## src/rtl/keypad_pkg.sv

```systemverilog
// Shared types and constants for the 4x3 matrix keypad scanner.
// Key codes: digits 0-9, '*' = 10, '#' = 11.

package keypad_pkg;

  typedef enum logic [1:0] {
    StIdle,
    StDebounce,
    StHeld
  } state_e;

  typedef enum logic [1:0] {
    FrNone,
    FrSingle,
    FrMulti
  } frame_e;

  localparam logic [3:0] KEY_STAR = 4'd10;
  localparam logic [3:0] KEY_HASH = 4'd11;

  // Telephone layout: rows 0-2 hold 1..9, row 3 holds *, 0, #.
  function automatic logic [3:0] key_code(input logic [1:0] row_idx, input logic [1:0] col_idx);
    logic [3:0] code;
    code = 4'd0;
    if (row_idx == 2'd3) begin
      case (col_idx)
        2'd0:    code = KEY_STAR;
        2'd1:    code = 4'd0;
        default: code = KEY_HASH;
      endcase
    end else begin
      code = 4'(row_idx) * 4'd3 + 4'(col_idx) + 4'd1;
    end
    return code;
  endfunction

endpackage

```

## src/rtl/keypad_sync.sv

```systemverilog
// Two-flop synchronizer for the three active-low column return lines.
// Resets to all-ones, matching the pulled-up idle level of the columns.

module keypad_sync (
  input  logic       clock,
  input  logic       reset,
  input  logic [2:0] d_i,
  output logic [2:0] q_o
);

  logic [2:0] meta_q;
  logic [2:0] sync_q;

  always_ff @(posedge clock or posedge reset) begin
    if (reset) begin
      meta_q <= 3'b111;
      sync_q <= 3'b111;
    end else begin
      meta_q <= d_i;
      sync_q <= meta_q;
    end
  end

  assign q_o = sync_q;

endmodule

```

## src/rtl/keypad_scanner.sv

```systemverilog
// 4x3 keypad scanner: row drive, per-frame column evaluation, debounce FSM and
// one-cycle key strobes. Define KEYPAD_SYNC_EN to synchronize the columns first.

module keypad_scanner
  import keypad_pkg::*;
#(
  parameter int unsigned SCAN_DIV     = 16,
  parameter int unsigned DEBOUNCE_CNT = 4
) (
  input  logic       clock,
  input  logic       reset,
  input  logic [2:0] col_i,
  output logic [3:0] row_o,
  output logic [3:0] key_o,
  output logic       shift_o,
  output logic       star_o,
  output logic       hash_o,
  output logic       key_held_o
);

  localparam int unsigned PreW = $clog2(SCAN_DIV);
  localparam int unsigned CntW = $clog2(DEBOUNCE_CNT + 1);
  localparam logic [PreW-1:0] PreLast = PreW'(SCAN_DIV - 1);
  localparam logic [CntW-1:0] CntMax  = CntW'(DEBOUNCE_CNT);

  // Column source
  logic [2:0] col_s;

`ifdef KEYPAD_SYNC_EN
  keypad_sync u_sync (
    .clock (clock),
    .reset (reset),
    .d_i   (col_i),
    .q_o   (col_s)
  );
`else
  assign col_s = col_i;
`endif

  // Row scanning
  logic [PreW-1:0] presc_q, presc_d;
  logic [1:0]      idx_q, idx_d;
  logic [3:0]      row_q, row_d;
  logic            slot_end;
  logic            frame_end;

  assign slot_end  = (presc_q == PreLast);
  assign frame_end = slot_end && (idx_q == 2'd3);

  always_comb begin
    presc_d = slot_end ? '0 : presc_q + PreW'(1);
    idx_d   = slot_end ? idx_q + 2'd1 : idx_q;
    row_d   = ~(4'b0001 << idx_d);
  end

  // Per-slot column evaluation and frame accumulation
  logic [2:0] low;
  logic [1:0] slot_hits;
  logic [1:0] slot_col;
  logic [3:0] slot_code;
  logic [1:0] hits_q, hits_d;
  logic [2:0] hits_sum;
  logic [1:0] hits_sat;
  logic [3:0] code_q, code_d;
  logic [3:0] code_acc;
  frame_e     frame_res;

  assign low = ~col_s;

  always_comb begin
    slot_hits = {1'b0, low[0]} + {1'b0, low[1]} + {1'b0, low[2]};
    if (low[0]) begin
      slot_col = 2'd0;
    end else if (low[1]) begin
      slot_col = 2'd1;
    end else begin
      slot_col = 2'd2;
    end
    slot_code = key_code(idx_q, slot_col);
    hits_sum  = {1'b0, hits_q} + {1'b0, slot_hits};
    // Saturate at two: anything beyond one hit is already MULTI.
    hits_sat  = (hits_sum >= 3'd2) ? 2'd2 : hits_sum[1:0];
    code_acc  = (slot_hits == 2'd1) ? slot_code : code_q;

    hits_d = hits_q;
    code_d = code_q;
    if (slot_end) begin
      hits_d = (idx_q == 2'd3) ? 2'd0 : hits_sat;
      code_d = code_acc;
    end

    // Frame result includes the sample taken in the frame-end cycle itself.
    case (hits_sat)
      2'd0:    frame_res = FrNone;
      2'd1:    frame_res = FrSingle;
      default: frame_res = FrMulti;
    endcase
  end

  // Debounce / hold FSM
  state_e          state_q, state_d;
  logic [CntW-1:0] cnt_q, cnt_d;
  logic [3:0]      cand_q, cand_d;
  logic [3:0]      key_q, key_d;
  logic            shift_q, shift_d;
  logic            star_q, star_d;
  logic            hash_q, hash_d;
  logic            held_q, held_d;
  logic            accept;

  always_comb begin
    state_d = state_q;
    cnt_d   = cnt_q;
    cand_d  = cand_q;
    key_d   = key_q;
    shift_d = 1'b0;
    star_d  = 1'b0;
    hash_d  = 1'b0;
    accept  = 1'b0;

    if (frame_end) begin
      unique case (state_q)
        StIdle: begin
          if (frame_res == FrSingle) begin
            cand_d = code_acc;
            if (CntMax == CntW'(1)) begin
              accept  = 1'b1;
              state_d = StHeld;
              cnt_d   = '0;
            end else begin
              state_d = StDebounce;
              cnt_d   = CntW'(1);
            end
          end
        end
        StDebounce: begin
          if (frame_res == FrSingle && code_acc == cand_q) begin
            if (cnt_q + CntW'(1) == CntMax) begin
              accept  = 1'b1;
              state_d = StHeld;
              cnt_d   = '0;
            end else begin
              cnt_d = cnt_q + CntW'(1);
            end
          end else begin
            state_d = StIdle;
            cnt_d   = '0;
          end
        end
        StHeld: begin
          // MULTI counts toward release just like NONE.
          if (frame_res != FrSingle) begin
            if (cnt_q + CntW'(1) == CntMax) begin
              state_d = StIdle;
              cnt_d   = '0;
            end else begin
              cnt_d = cnt_q + CntW'(1);
            end
          end else begin
            cnt_d = '0;
          end
        end
        default: begin
          state_d = StIdle;
          cnt_d   = '0;
        end
      endcase
    end

    if (accept) begin
      key_d = code_acc;
      if (code_acc == KEY_STAR) begin
        star_d = 1'b1;
      end else if (code_acc == KEY_HASH) begin
        hash_d = 1'b1;
      end else begin
        shift_d = 1'b1;
      end
    end

    held_d = (state_d == StHeld);
  end

  always_ff @(posedge clock or posedge reset) begin
    if (reset) begin
      presc_q <= '0;
      idx_q   <= 2'd0;
      row_q   <= 4'b1110;
      hits_q  <= 2'd0;
      code_q  <= 4'd0;
      state_q <= StIdle;
      cnt_q   <= '0;
      cand_q  <= 4'd0;
      key_q   <= 4'd0;
      shift_q <= 1'b0;
      star_q  <= 1'b0;
      hash_q  <= 1'b0;
      held_q  <= 1'b0;
    end else begin
      presc_q <= presc_d;
      idx_q   <= idx_d;
      row_q   <= row_d;
      hits_q  <= hits_d;
      code_q  <= code_d;
      state_q <= state_d;
      cnt_q   <= cnt_d;
      cand_q  <= cand_d;
      key_q   <= key_d;
      shift_q <= shift_d;
      star_q  <= star_d;
      hash_q  <= hash_d;
      held_q  <= held_d;
    end
  end

  assign row_o      = row_q;
  assign key_o      = key_q;
  assign shift_o    = shift_q;
  assign star_o     = star_q;
  assign hash_o     = hash_q;
  assign key_held_o = held_q;

endmodule

```

## config.mk

```make
export PLATFORM = sky130hd
export DESIGN_NAME = keypad_scanner
export DESIGN_NICKNAME = d
export VERILOG_FILES = /design/src/rtl/keypad_pkg.sv /design/src/rtl/keypad_sync.sv /design/src/rtl/keypad_scanner.sv
export SDC_FILE = /design/constraint.sdc
export NUM_CORES = 1
export LEC_CHECK = 0
export CORE_MARGIN = 4
export CORE_UTILIZATION = 50
export DETAILED_ROUTE_END_ITERATION = 7
export PLACE_DENSITY_LB_ADDON = 0.2
export SLEW_MARGIN = 25
export SYNTH_ARGS = -nofsm -noshare
export SYNTH_HDL_FRONTEND = slang
export SYNTH_SLANG_ARGS = --single-unit
```

## constraint.sdc

```tcl
create_clock -name clock -period 3.9 [get_ports clock]
set_input_delay 0.585 -clock clock [delete_from_list [all_inputs] [get_ports clock]]
set_output_delay 0.585 -clock clock [all_outputs]
set_load 0.03 [all_outputs]
```

---- Yosys cells after proc, flatten, opt, wreduce, memory -nomap -nowiden ----
Cells that the tools add are included.
operators by class
  add/subtract/negate cells ............... 8
  reductions and logical operators ........ 7
  divide/modulo/power cells ............... 0
  mux-type cells .......................... 34
  shift operators ......................... 1
  equality and inequality tests ........... 15
  order comparisons ....................... 1
  multiply operators ...................... 1
  bitwise gates (word level) .............. 2
operator list
  kind                                                                                 number
  2-bit 2-to-1 mux                                                                     11
  4-bit equality test, second input constant                                           3
  1-bit 2-to-1 mux                                                                     12
  3-bit 2-to-1 mux                                                                     4
  4-bit 2-to-1 mux                                                                     3
  2-bit by 1-bit equality test with 1-bit output, second input constant                5
  3-bit case mux with 3 select lines                                                   1
  4-bit by 1-bit adder with 4-bit output, second input constant                        2
  4-bit case mux with 2 select lines                                                   1
  2-bit equality test, second input constant                                           3
  2-bit logical NOT                                                                    3
  2-bit case mux with 3 select lines                                                   1
  4-bit by 2-bit adder with 4-bit output                                               1
  4-bit equality test                                                                  1
  2-bit by 2-bit multiplier with 4-bit output, second input constant                   1
  4-bit inverter                                                                       1
  2-bit case mux with 2 select lines                                                   1
  1-bit by 2-bit left shift with 4-bit output, first input constant                    1
  2-bit by 2-bit adder with 3-bit output                                               1
  3-bit by 1-bit adder with 3-bit output, second input constant                        1
  3-bit equality test, second input constant                                           1
  3-bit by 2-bit greater-or-equal comparator with 1-bit output, second input constant  1
  3-bit inverter                                                                       1
  3-bit AND reduction                                                                  1
  7 further kinds                                                                      8
storage, ports and cells
  output and inout port bits .............. 12
  RAM bits ................................ 0
  register bits ........................... 33
  bits in latches ......................... 0
  memories kept ........................... 0
  bits in read-only memories .............. 0
  logic and storage cells ................. 82
  input bits .............................. 5

---- Depth between registers and ports, before layout ----
  depth in word-level cells ............... 14
  depth in mapped cells ................... 11
  gate-level depth less buffers ........... 11

---- Least setup slack after synthesis ----
OpenSTA, ideal clock, no wires.
  kind .................................... input to register
  from .................................... in col_i[0]
  to ...................................... reg key_q[2] (netlist: key_o[2])
  data arrival time ....................... 3.328 ns
  stages .................................. 10
  data required time ...................... 3.775 ns
  buffers on the path ..................... 0
  setup time .............................. 0.125 ns
  slack ................................... 0.447 ns
  cells stage by stage .................... and2_1 > fa_1 > inv_1 > fa_1 > xor2_1 > a2bb2oi_2 > xnor2_1 > or3b_4 > nor4_4 > mux2_4
between the ends
  cells in the longest elaborated chain, start to end .. 13
  elaborated cells on any way between the ends .. 24
  those cells by class .................... add/sub (5); order compare (1); eq/ne (5); mux (9); bitwise (1); reduce/logical (3)
RTL lines
  what                                                                                        line                   source
  from (decl)                                                                                 keypad_scanner.sv:12   input logic [2:0] col_i,
  3-bit inverter *                                                                            keypad_scanner.sv:68   assign low = ~col_s;
  1-bit by 1-bit adder with 2-bit output                                                      keypad_scanner.sv:71   slot_hits = {1'b0, low[0]} + {1'b0, low[1]} + {1'b0, low[2]};
  2-bit by 1-bit adder with 2-bit output                                                      keypad_scanner.sv:71
  2-bit by 2-bit adder with 3-bit output                                                      keypad_scanner.sv:80   hits_sum = {1'b0, hits_q} + {1'b0, slot_hits};
  3-bit by 2-bit greater-or-equal comparator with 1-bit output                                keypad_scanner.sv:82   hits_sat = (hits_sum >= 3'd2) ? 2'd2 : hits_sum[1:0];
  2-bit 2-to-1 mux                                                                            keypad_scanner.sv:82
  2-bit by 1-bit equality test with 1-bit output / 2-bit logical NOT (equally long branches)  keypad_scanner.sv:93   case (hits_sat)
  2-bit case mux with 2 select lines                                                          keypad_scanner.sv:93
  2-bit by 1-bit equality test with 1-bit output                                              keypad_scanner.sv:137  if (frame_res == FrSingle && code_acc == cand_q) begin
  1-bit logical AND                                                                           keypad_scanner.sv:137
  1-bit 2-to-1 mux                                                                            keypad_scanner.sv:137
  1-bit 2-to-1 mux                                                                            keypad_scanner.sv:122  unique case (state_q)
  1-bit 2-to-1 mux                                                                            keypad_scanner.sv:121  if (frame_end) begin
  to (signal assigned)                                                                        keypad_scanner.sv:208  key_q <= key_d;
  to (decl)                                                                                   keypad_scanner.sv:104  logic [3:0] key_q, key_d;
Mark *: on every way between the ends. The rest lies on a longest branch, timed or not.
A chain may end at the register's enable or synchronous reset.

---- Worst setup path after layout ----
  from .................................... in col_i[0]
  to ...................................... reg key_q[0] (netlist: key_o[0])
The elaborated chain is that of the path after synthesis.

==> impl_metrics.env <==
export IMPL_root_buffer="clkbuf_4"
export IMPL_globalplace_congestion=0.868
export IMPL_power_density_mw_per_mm2=370
export IMPL_required_ps=4170
export IMPL_die_height_um=67.7
export IMPL_grt_max_degree=25
export IMPL_p_leak_nw=0.988
export IMPL_dp_cells=243
export IMPL_finalClockSkew_ps=9.93
export IMPL_clock_sinks=33
export IMPL_fin_crit_sh_pct=91.1
export IMPL_drt_iter0_drc=86
export IMPL_syn2layout_area_growth_pct=18.2
export IMPL_cts_hold_buffers=0
export IMPL_relSlewSlack_pct=39.8
export IMPL_ctsResizeCount=0
export IMPL_ctsLongestPathBuffers=2
export IMPL_fp_dieArea_mm2=0.00458
export IMPL_postCtsSetupBuffers=0
export IMPL_synth_area_leaders="dfrtp_1 (42%), ha_1 (5.6%), nand2_1 (4.8%)"
export IMPL_critPathSlowestCell="fa_1"
export IMPL_grt_usage_pct=17.9
export IMPL_crit_type="in -> reg"
export IMPL_antenna_cells=0
export IMPL_cts_buffers=5
export IMPL_port_buffers=16
export IMPL_max_stage_delay_ps=510
export IMPL_ys_ff_latch=33
export IMPL_viasPerCell=5.33
export IMPL_wl_per_cell_um=13.4
export IMPL_drtPass1Iterations=4
export IMPL_synth_cell_type_count=36
export IMPL_synth_top_area_share_pct=42.1
export IMPL_core_mm2=0.00339
export IMPL_antenna_found_initial=0
export IMPL_max_cap_violations=0
export IMPL_dp_hpwl_um=2610
export IMPL_critPathLaunchType="primary input"
export IMPL_maxSlewViolCount=0
export IMPL_whs_ps=500
export IMPL_htreeDepth=2
export IMPL_ant_nets=0
export IMPL_crit_path_end_kind="flip-flop"
export IMPL_cts_tree="yes"
export IMPL_grt_pass1_wl_um=5950
export IMPL_syn_inst=179
export IMPL_setup_viol=0
export IMPL_io_pins=17
export IMPL_post_synth_top_count_cell="dfrtp_1"
export IMPL_initial_core_util_pct=52.6
export IMPL_finalSetupTns_ps=0
export IMPL_worstPathCellList="clkdlybuf4s50_1 > and2_1 > fa_1 > inv_1 > fa_1 > xor2_1 > a2bb2oi_2 > xnor2_1 > or3b_4 > nor4_4 > buf_4 > mux2i_1"
export IMPL_vias=1338
export IMPL_synth_fp_nets=196
export IMPL_synth_top_cell_by_area="dfrtp_1"
export IMPL_async_flop_share_pct=100
export IMPL_ys_flop_type="dfrtp_1"
export IMPL_synth_common_cells="dfrtp_1 (30), nand2_1 (23), inv_1 (18)"
export IMPL_outcome="completed"
export IMPL_fin_cells=251
export IMPL_cp_arrival_ps=3820
export IMPL_fin_crit_ps=3550
export IMPL_syn_avg_cell_area_um2=9.95
export IMPL_drive_gt1_share_pct=12.2
export IMPL_synthesis_area_mm2=0.00178
export IMPL_multiInputGateArea_um2=870
export IMPL_fmax_ghz=0.281
export IMPL_overflow=0
export IMPL_wl_um=3370
export IMPL_grt_pass1_vias=1345
export IMPL_rows=21
export IMPL_clkTransAtPathRegs_ps=110
export IMPL_seqCellArea_um2=830
export IMPL_nNetsFinal=221
export IMPL_n_fill_cell=273
export IMPL_yosysSeqAreaShare_pct=46.6
export IMPL_ir_drop_mv=0.215
export IMPL_hold_viol_final=0
export IMPL_synth_edf_count=0
export IMPL_die_x_um=67.7
export IMPL_tightest_slew_ps=902
export IMPL_drc_errors=0
export IMPL_grt_setup_unrepaired="no"
export IMPL_yosysWarnings=0
export IMPL_crit_fanout=8
export IMPL_hold_path_class="reg -> reg"
export IMPL_critPathMostFrequentCell="fa_1"
export IMPL_worst_skew_pair_late_latency_ps=340
## worst paths after layout
path | end | startpoint | slack [ps] | cells past startpoint
max | key_o[0]$_DFFE_PP0P_ | col_i[0] | 350 | 12
min | hits_q[0]$_DFFE_PP0N_ | hits_q[0]$_DFFE_PP0N_ | 500 | 2
max reg2reg | key_o[0]$_DFFE_PP0P_ | idx_q[0]$_DFF_PP0_ | 720 | 10
min reg2reg | hits_q[0]$_DFFE_PP0N_ | hits_q[0]$_DFFE_PP0N_ | 500 | 2
max in group asynchronous | code_q[1]$_DFFE_PP0N_ | reset | 2470 | 3
min in group asynchronous | presc_q[1]$_DFF_PP0_ | reset | 740 | 2
## placed cells by master (no fill, tap or decap), drive strengths merged, types with 4 or more instances in the layout
cell type / count
nor3: 4
nand3: 5
and2: 4
clkdlybuf4s50: 16
a21oi: 9
nor2b: 6
and3: 4
ha: 8
buf: 5
nor2: 8
fa: 4
o21ai: 16
inv: 18
mux2i: 5
clkbuf: 5
dfrtp: 30
nand2: 23
## area by class of cell
cell class	instances	area share, %
multi-input combinational	125	41.3
sequential	33	39.4
timing repair buffer	21	9.39
inverter	18	3.21
tap	46	2.73
clock inverter	3	2.20
clock buffer	5	1.78
## cell families (layout without fill, tap and decap cells)
| family | count (synthesis) | after routing | synth area share, % |
|---|---|---|---|
| DFF | 33 | 33 | 46.6 |
| buffers and inverters | 21 | 47 | 4.63 |
| adders and majority gates | 12 | 12 | 10.1 |
| AOI/OAI and AO/OA | 38 | 38 | 13.4 |
| muxes | 6 | 6 | 3.65 |
| xor gates and xnor gates | 6 | 6 | 2.95 |
| and+or+nand+nor | 63 | 63 | 18.7 |
## registers in the layout (all words and copies together) (netlist names)
name        count
code_q          4
key_held_o      1
cnt_q           3
row_o           4
key_o           4
state_q         2
presc_q         4
shift_o         1
cand_q          4
star_o          1
hits_q          2
hash_o          1
idx_q           2
## per-layer routing
metal	GRT usage [%]	wire, µm
met5	0	0
met4	7.85	61
met3	4.99	156
met2	29.9	1600
met1	21.4	1550
## metrics by stage
stage | cell area (µm²) | worst slack (ps) | util (%) | power (mW)
detailed placement | 2020 | -29.0 | 59.7 | 0.530
floorplan | 1780 | 447 | - | 0.480
global route | 2110 | 134 | 62.1 | 0.827
finish | 2110 | 346 | 62.1 | 0.780
CTS | 2110 | 343 | 62.1 | 0.789
global placement | 2020 | 101 | 59.7 | 0.521
## critical path: cells and delay by family
family	cells	cell delay (ps)
compound gates	1	220
xor+xnor	2	320
fa+ha+maj	2	910
buf+inv	3	710
mux	1	180
simple gates	3	880
## report_power, final
part           leakage (nW)  switching [mW]  internal [mW]  total (mW)
Clock                0.0414           0.121          0.136       0.257
Sequential            0.395          0.0121          0.361       0.373
Combinational         0.551          0.0886         0.0617       0.150
(Power assumes the default switching activity.)
